File: config.mk
export PLATFORM = sky130hd
export DESIGN_NAME = tanh_lut_loader
export DESIGN_NICKNAME = d
export VERILOG_FILES = /design/src/rtl/tanh_lut_loader.sv
export SDC_FILE = /design/constraint.sdc
export NUM_CORES = 1
export LEC_CHECK = 0
export CAP_MARGIN = 20
export CORE_ASPECT_RATIO = 0.7
export CORE_MARGIN = 4
export CORE_UTILIZATION = 48
export CTS_CLUSTER_DIAMETER = 120
export DETAILED_ROUTE_END_ITERATION = 7
export MAX_ROUTING_LAYER = met4
export PLACE_DENSITY_LB_ADDON = 0.15
export SYNTH_ARGS = -nofsm -noshare
export SYNTH_HDL_FRONTEND = slang
export SYNTH_SLANG_ARGS = --single-unit
File: constraint.sdc
create_clock -name clk -period 4.52 [get_ports clk]
set_clock_uncertainty 0.15 [all_clocks]
set_input_delay 1.356 -clock clk [delete_from_list [all_inputs] [get_ports clk]]
set_output_delay 1.356 -clock clk [all_outputs]
set_load 0.01 [all_outputs]
File: src/rtl/tanh_lut_loader.sv
// tanh_lut_loader: write-side companion of the tanh lookup table.
// Streams a full table of words into the single-port table memory, then
// hands the memory port over to the lookup path once the table is complete.
// The loader is the only owner of the memory port: load writes and
// forwarded lookups are muxed onto one registered request per cycle.
module tanh_lut_loader #(
  parameter int unsigned DATA_W  = 14,
  parameter int unsigned ADDR_W  = 14,
  parameter int unsigned DEPTH   = 16384,
  parameter int unsigned SIM_DLY = 1
) (
  input  logic              clk,
  input  logic              rstn,
  input  logic              i_load_start_pls,
  input  logic              i_wr_valid,
  input  logic [DATA_W-1:0] i_wr_data,
  output logic              o_wr_ready,
  output logic              o_load_busy,
  output logic              o_load_done,
  output logic              o_err_pls,
  input  logic              i_rd_valid_pls,
  input  logic [ADDR_W-1:0] i_rd_x,
  output logic              o_rd_drop_pls,
  output logic              o_mem_rd_req,
  output logic              o_mem_wr_req,
  output logic [ADDR_W-1:0] o_mem_addr,
  output logic [DATA_W-1:0] o_mem_wr_data
);

  // Loader states
  localparam logic [1:0] ST_IDLE = 2'd0;
  localparam logic [1:0] ST_LOAD = 2'd1;
  localparam logic [1:0] ST_DONE = 2'd2;

  // Address of the final table entry; the beat landing here completes the load
  localparam logic [ADDR_W-1:0] LAST_ADDR = ADDR_W'(DEPTH - 1);

  // SIM_DLY is kept so existing parameter overrides still elaborate; the
  // registered assignments carry no delay.
  if (SIM_DLY > 32'd1_000_000) begin : g_sim_dly_unused
  end

  // Registered state
  logic [1:0]        state_q,      state_d;
  logic [ADDR_W-1:0] cnt_q,        cnt_d;
  logic              wr_req_q,     wr_req_d;
  logic              rd_req_q,     rd_req_d;
  logic [ADDR_W-1:0] addr_q,       addr_d;
  logic [DATA_W-1:0] wdata_q,      wdata_d;
  logic              err_pls_q,    err_pls_d;
  logic              drop_pls_q,   drop_pls_d;

  // Decoded conditions for the current cycle
  logic in_load;
  logic in_done;
  logic beat;
  logic last_beat;
  logic rd_accept;
  logic rd_reject;

  // Per-cycle handshake and arbitration decode
  always_comb begin
    in_load   = (state_q == ST_LOAD);
    in_done   = (state_q == ST_DONE);
    beat      = i_wr_valid & in_load;
    last_beat = beat & (cnt_q == LAST_ADDR);
    // A lookup only gets the port when the table is complete, the final
    // load write is not occupying the port, and no reload is starting.
    rd_accept = i_rd_valid_pls & in_done & ~wr_req_q & ~i_load_start_pls;
    rd_reject = i_rd_valid_pls & ~rd_accept;
  end

  // Next-state logic for FSM and load address counter
  always_comb begin
    state_d = state_q;
    cnt_d   = cnt_q;
    case (state_q)
      ST_IDLE: begin
        if (i_load_start_pls) begin
          state_d = ST_LOAD;
          cnt_d   = '0;
        end
      end
      ST_LOAD: begin
        // Restart requests are ignored here; the load keeps its position.
        if (beat) begin
          cnt_d = cnt_q + ADDR_W'(1);
          if (last_beat) begin
            state_d = ST_DONE;
            cnt_d   = '0;
          end
        end
      end
      ST_DONE: begin
        if (i_load_start_pls) begin
          state_d = ST_LOAD;
          cnt_d   = '0;
        end
      end
      default: begin
        state_d = ST_IDLE;
        cnt_d   = '0;
      end
    endcase
  end

  // Memory request mux: load write has priority; the two are exclusive by state
  always_comb begin
    wr_req_d = 1'b0;
    rd_req_d = 1'b0;
    addr_d   = '0;
    wdata_d  = '0;
    if (beat) begin
      wr_req_d = 1'b1;
      addr_d   = cnt_q;
      wdata_d  = i_wr_data;
    end else if (rd_accept) begin
      rd_req_d = 1'b1;
      addr_d   = i_rd_x;
    end
  end

  // Status pulses: start during load and rejected lookups
  always_comb begin
    err_pls_d  = i_load_start_pls & in_load;
    drop_pls_d = rd_reject;
  end

  // State and output registers with asynchronous active-low reset
  always_ff @(posedge clk or negedge rstn) begin
    if (!rstn) begin
      state_q    <= ST_IDLE;
      cnt_q      <= '0;
      wr_req_q   <= 1'b0;
      rd_req_q   <= 1'b0;
      addr_q     <= '0;
      wdata_q    <= '0;
      err_pls_q  <= 1'b0;
      drop_pls_q <= 1'b0;
    end else begin
      state_q    <= state_d;
      cnt_q      <= cnt_d;
      wr_req_q   <= wr_req_d;
      rd_req_q   <= rd_req_d;
      addr_q     <= addr_d;
      wdata_q    <= wdata_d;
      err_pls_q  <= err_pls_d;
      drop_pls_q <= drop_pls_d;
    end
  end

  assign o_wr_ready    = in_load;
  assign o_load_busy   = in_load;
  assign o_load_done   = in_done;
  assign o_err_pls     = err_pls_q;
  assign o_rd_drop_pls = drop_pls_q;
  assign o_mem_rd_req  = rd_req_q;
  assign o_mem_wr_req  = wr_req_q;
  assign o_mem_addr    = addr_q;
  assign o_mem_wr_data = wdata_q;

endmodule

==> results of run 1 <==
## logic make-up after synthesis
group / share of synthesized area [%]
simple gates: 18.5
flops: 60.5
compound gates: 16.9
buf+inv: 3.47
fa+ha+maj: 0.630
## metal layers
| layer | global-route usage [%] | vias up | routed length (um) | share of wire, % |
|---|---|---|---|---|
| li1 | - | 772 | - | - |
| met1 | 26.7 | 857 | 2210 | 42 |
| met2 | 38.4 | 66 | 2680 | 51 |
| met3 | 5.67 | 5 | 373 | 7.1 |
| met4 | 5.42 | 0 | 29 | 0.55 |
| met5 | - | - | 0 | 0 |
## cell type report
type | count | area [um2] | share of cell area [%]
clock buffers | 6 | 72.6 | 2.59
repair buffers | 70 | 701 | 25.0
well taps | 52 | 65.1 | 2.32
multi-input cells | 110 | 714 | 25.5
inverters | 4 | 15.0 | 0.535
clock inverters | 2 | 35.0 | 1.25
flip-flops and latches | 48 | 1200 | 42.8
## synth_stat cells
cell type,n,area (um2)
a22o_1,16,140
and4_1,1,8.76
buf_6,1,11.3
a41o_1,1,10.0
a21oi_1,6,30.0
ha_1,1,12.5
nor2b_1,3,18.8
clkbuf_1,8,30.0
dfrtp_1,48,1200
nor3_1,4,20.0
inv_1,4,15.0
a31o_1,2,17.5
and3_1,18,113
o21ai_0,5,25.0
a22o_2,1,10.0
o31ai_1,5,37.5
or3_1,1,6.26
nor4_1,1,6.26
a31oi_1,4,25.0
or4_2,1,8.76
nand4_1,3,18.8
or4_1,3,22.5
nand3_1,6,30.0
o2bb2ai_1,2,17.5
buf_2,1,5.00
or2_2,2,12.5
o22ai_1,2,12.5
and3b_1,1,8.76
nand3_2,1,10.0
a221o_1,1,10.0
nand2_1,8,30.0
nand2b_1,2,12.5
buf_4,1,7.51
nor2_1,7,26.3
and2_1,1,6.26
and3_2,1,7.51
## power by group through the flow
stage | Combinational, W | Sequential (W) | Clock (W)
after floorplan | 0.000175 | 0.000580 | 0
after global placement | 0.000344 | 0.000572 | 0
after detailed placement | 0.000358 | 0.000577 | 0
after CTS | 0.000362 | 0.000569 | 0.000301
after global routing | 0.000397 | 0.000580 | 0.000325
final | 0.000365 | 0.000569 | 0.000298
## path summary, 6_finish.rpt
kind                                               to  cells after the start              startpoint  slack [ns]
max                                        o_wr_ready                      3  state_q[1]$_DFFE_PN0P_        0.80
min in group asynchronous  o_mem_wr_data[7]$_DFF_PN0_                      1                    rstn        0.74
max reg2reg                    state_q[0]$_DFFE_PN0P_                      4    cnt_q[9]$_DFFE_PN0P_        2.24
max in group asynchronous  o_mem_wr_data[3]$_DFF_PN0_                      2                    rstn        3.01
min                            state_q[0]$_DFFE_PN0P_                      1  state_q[0]$_DFFE_PN0P_        0.41
min reg2reg                    state_q[0]$_DFFE_PN0P_                      1  state_q[0]$_DFFE_PN0P_        0.41
## sequential cells by signal (all words and copies together), names as in the netlist
name,count
cnt_q,14
o_mem_addr,14
o_mem_wr_data,14
state_q,2
o_err_pls,1
o_mem_rd_req,1
o_mem_wr_req,1
o_rd_drop_pls,1
## stage by stage
step | power, W | hold WS (ns) | setup slack (ns) | util, % | std cells
4_1_cts | 0.00123 | 0.401 | 0.792 | 70.4 | 290
6_report | 0.00123 | 0.406 | 0.796 | 71.1 | 292
2_1_floorplan | 0.000755 | 0.337 | 1.83 | - | 173
3_5_place_dp | 0.000936 | 0.393 | 0.771 | 67.6 | 282
5_1_grt | 0.00130 | 0.412 | 0.671 | 71.1 | 292
3_3_place_gp | 0.000916 | 0.358 | 0.863 | 67.6 | 282
==> flow_summary.ini, run 1 <==
[power]
internal_power_w = 0.000851
p_switching_w = 0.000382
switching_share_pct = 31.0
seq_power_share_pct = 46.2
power_density_mw_per_mm2 = 440
clkPwrFrac_pct = 24.2
leakage_nw = 1.26
pwr-share-comb_pct = 29.6
ir_drop_v = 0.000293

[run]
max_cap_violations = 0

[route]
drt_iter0_drc = 140
drtAntennaViolNets = 0
dr.pass1.iters = 4
wirelength_um = 5290
post-route-drc-count = 0
num_vias = 1700
wire_per_inst_um = 18.1
viasPerCell = 5.82

[layout]
final_layout_size_suffix_gt1_share_pct = 7.08
layout_common_cells = clkdlybuf4s50_1, dfrtp_1, and3_1
design_area_mm2 = 0.00280
area_delta_synth_final_pct = 41.3
antenna_cells = 0
nNetsFinal = 273
final_common_cell = clkdlybuf4s50_1
fillerInstances = 299

[setup_path]
cp.arrival_ns = 2.22
critPathTopFamily = buffers and inverters
worstPathMaxFanout = 24
worstSetupStartpointType = register
worstPathRequired_ns = 3.01
path_cells = nand2b_1, inv_1, clkdlybuf4s50_1
cpMaxStageDelayCell = clkdlybuf4s50_1
crit_type = reg -> out
endpoint_kind = output port
max_stage_delay_ns = 0.66
crit_buf_inv = 2

[sta]
relSlewSlack_pct = 47.5
worst_slew_pin_slew_ns = 0.784
drv_slew = 0
fin_crit_sh_pct = 82.4
period_needed_ns = 3.72
setup_tns_ns = 0
timing.fmax_ghz = 0.269
report.final.hold_viol_count = 0
rsz0062_at_grt = no
setup_viol = 0

[clocking]
cts-root-buf = clkbuf_8
clock-sinks = 48
clockBufferDepth = 2
cts_tree = yes
hold_buffers = 0
cts_resized = 0
cts-buffers-inserted = 5
h-tree-depth = 2
cts.clk_slew.worst_paths_ns = 0.09
cts_setup_buffers = 0
clkLatencyLatePin_ns = 0.29

[global_route]
grt_pass1_vias = 1732
grt_use_total_pct = 22.1
antenna_found_initial = 0
grt-ovfl-total = 0
grt_max_degree = 49
grt_pass1_wl_um = 8500

[synthesis]
yosys.cell_types.count = 36
ys_seq_elements = 48
avgSynthCellArea_um2 = 11.5
post_synth_inst_count = 173
synth-warning-count = 0
synth_seq_area_share_pct = 60.5
synth_nets = 207
syn_area_mm2 = 0.00198

[floorplanning]
rows = 19
core_area_mm2 = 0.00395
dieHeight_um = 61.8
initial_core_util_pct = 50.3
num_io_pins = 68
dieArea_mm2 = 0.00524
die_w_um = 84.9

[place]
routabilityCongestion = 0.824
portBuffers = 67
dp_hpwl_um = 3940
placed_area_mm2 = 0.00267

[worst_hold_path]
hp-class = reg -> reg

[run_status]
status = finished clean
Note: power is estimated with default switching activity, not from simulation.
==> inputs of run 2 (changes only) <==
--- a/config.mk
+++ b/config.mk
@@ -8,7 +8,7 @@
 export CAP_MARGIN = 20
 export CORE_ASPECT_RATIO = 0.7
 export CORE_MARGIN = 4
-export CORE_UTILIZATION = 48
+export CORE_UTILIZATION = 40
 export CTS_CLUSTER_DIAMETER = 120
 export DETAILED_ROUTE_END_ITERATION = 7
 export MAX_ROUTING_LAYER = met4
==> constraint.sdc (replaced) <==
create_clock -name clk -period 3.25 [get_ports clk]
set_clock_uncertainty 0.15 [all_clocks]
set_input_delay 0.975 -clock clk [delete_from_list [all_inputs] [get_ports clk]]
set_output_delay 0.975 -clock clk [all_outputs]
set_load 0.01 [all_outputs]
==> run 2 against run 1 <==
Compared with the run above: cell count grew 7.5%; non-clock buffer count is 6 higher; utilization shrank 12 points; worst setup slack worse by 0.33 ns; count of clock-buffer cells in the layout did not move; via count is 2.3% lower; design area increased by 1.3%; critical path type unchanged.
==> flow_summary.ini, run 2 (synthesis gave the netlist of run 1 again) <==
[setup_path]
startpoint = state_q[1]$_DFFE_PN0P_
path_cells = nand2b_1, inv_1, clkdlybuf4s50_1
worstPathMaxFanout = 12
endpoint_kind = output port
worstReg2RegStart = cnt_q[9]$_DFFE_PN0P_
worstSetupStartpointType = register
max_stage_delay_ns = 0.60
crit_type = reg -> out
cpMaxStageDelayCell = clkdlybuf4s50_1
critPathTopFamily = buffers and inverters
worstPathRequired_ns = 2.12
crit_buf_inv = 2
cp.arrival_ns = 1.66

[sta]
relSlewSlack_pct = 60.7
period_needed_ns = 2.78
setup_tns_ns = 0
timing.fmax_ghz = 0.359
worst_slew_pin_slew_ns = 0.590
rsz0062_at_grt = no
report.final.hold_viol_count = 0
setup_viol = 0
fin_crit_sh_pct = 85.6
drv_slew = 0

[global_route]
grt-ovfl-total = 0
antenna_found_initial = 0
grt_pass1_vias = 1582
grt_pass1_wl_um = 7780
grt_use_total_pct = 16.9
grt_max_degree = 21

[layout]
layout_common_cells = clkdlybuf4s50_1, dfrtp_1, and3_1
nNetsFinal = 279
final_layout_size_suffix_gt1_share_pct = 9.39
final_common_cell = clkdlybuf4s50_1
antenna_cells = 0
area_delta_synth_final_pct = 43.2
stdcell_count = 314
utilization_pct = 59.4

[route]
viasPerCell = 5.29
dr.pass1.iters = 4
wire_per_inst_um = 15.4
num_vias = 1661
drtAntennaViolNets = 0
drt_iter0_drc = 112
wirelength_um = 4820
post-route-drc-count = 0

[floorplanning]
die_w_um = 92.2
dieHeight_um = 66.9
dieArea_mm2 = 0.00617
rows = 21
initial_core_util_pct = 41.5
num_io_pins = 68
core_area_mm2 = 0.00478

[place]
dp_cells = 307
dp_hpwl_um = 3570
portBuffers = 67
routabilityCongestion = 0.875

[clocking]
cts.clk_slew.worst_paths_ns = 0.08
cts-buffers-inserted = 5
hold_buffers = 0
cts-root-buf = clkbuf_8
h-tree-depth = 2
cts_resized = 0
clkLatencyLatePin_ns = 0.30
cts_setup_buffers = 0
clockBufferDepth = 2
cts_tree = yes
clock-sinks = 48

[run_status]
status = finished clean

[power]
power.total_w = 0.00166
power_density_mw_per_mm2 = 585
leakage_nw = 1.28
ir_drop_v = 0.000329

[worst_hold_path]
hp-class = reg -> reg
worstHoldStart = state_q[0]$_DFFE_PN0P_

[run]
max_cap_violations = 0
[run 2: changes by cell type in the layout (fill, tap and decap cells not counted)]
cell	delta
buf_12	-1
buf_4	+7
bufinv_16	-1
clkbuf_1	-1
clkbuf_8	+1
clkinv_2	-1
clkinv_4	+1
[run 2: per-stage QoR]
stage	instance area (um2)	setup WS, ns	hold WS [ns]
6_report	2840	0.468	0.382
5_1_grt	2840	0.350	0.421
4_1_cts	2840	0.440	0.381
3_5_place_dp	2750	0.268	0.370
3_3_place_gp	2750	0.328	0.362
2_1_floorplan	1980	0.945	0.337
[run 2: report_power, final]
group / switching (W) / total (W) / internal [W]
clock network: 0.000186 / 0.000356 / 0.000170
registers: 0.0000879 / 0.000786 / 0.000698
logic: 0.000249 / 0.000520 / 0.000272
total: 0.000523 / 0.00166 / 0.00114
[run 2: path summary, 6_finish.rpt]
| kind | endpoint | slack (ns) | cells past startpoint |
|---|---|---|---|
| setup / recovery | o_wr_ready | 0.47 | 3 |
| max in group asynchronous | o_mem_addr[3]$_DFF_PN0_ | 1.91 | 2 |
| min in group asynchronous | o_mem_addr[6]$_DFF_PN0_ | 0.44 | 1 |
| hold / removal | state_q[0]$_DFFE_PN0P_ | 0.38 | 1 |
| setup reg to reg | state_q[0]$_DFFE_PN0P_ | 1.07 | 4 |
| hold reg to reg | state_q[0]$_DFFE_PN0P_ | 0.38 | 1 |
[run 2: layer usage]
layer	GRT usage [%]	vias up	part of all wire, %
li1	-	789	-
met1	22.4	814	46
met2	25.5	52	45
met3	3.84	6	7.6
met4	6.67	0	1.6
met5	-	-	0
[run 2: cell type report]
class	count	area, um2
clock buffer	6	82.6
clock inverter	1	8.76
fill	431	1940
inverter	4	15.0
multi-input combinational	110	714
sequential	48	1200
tap	69	86.3
timing repair buffer	76	733
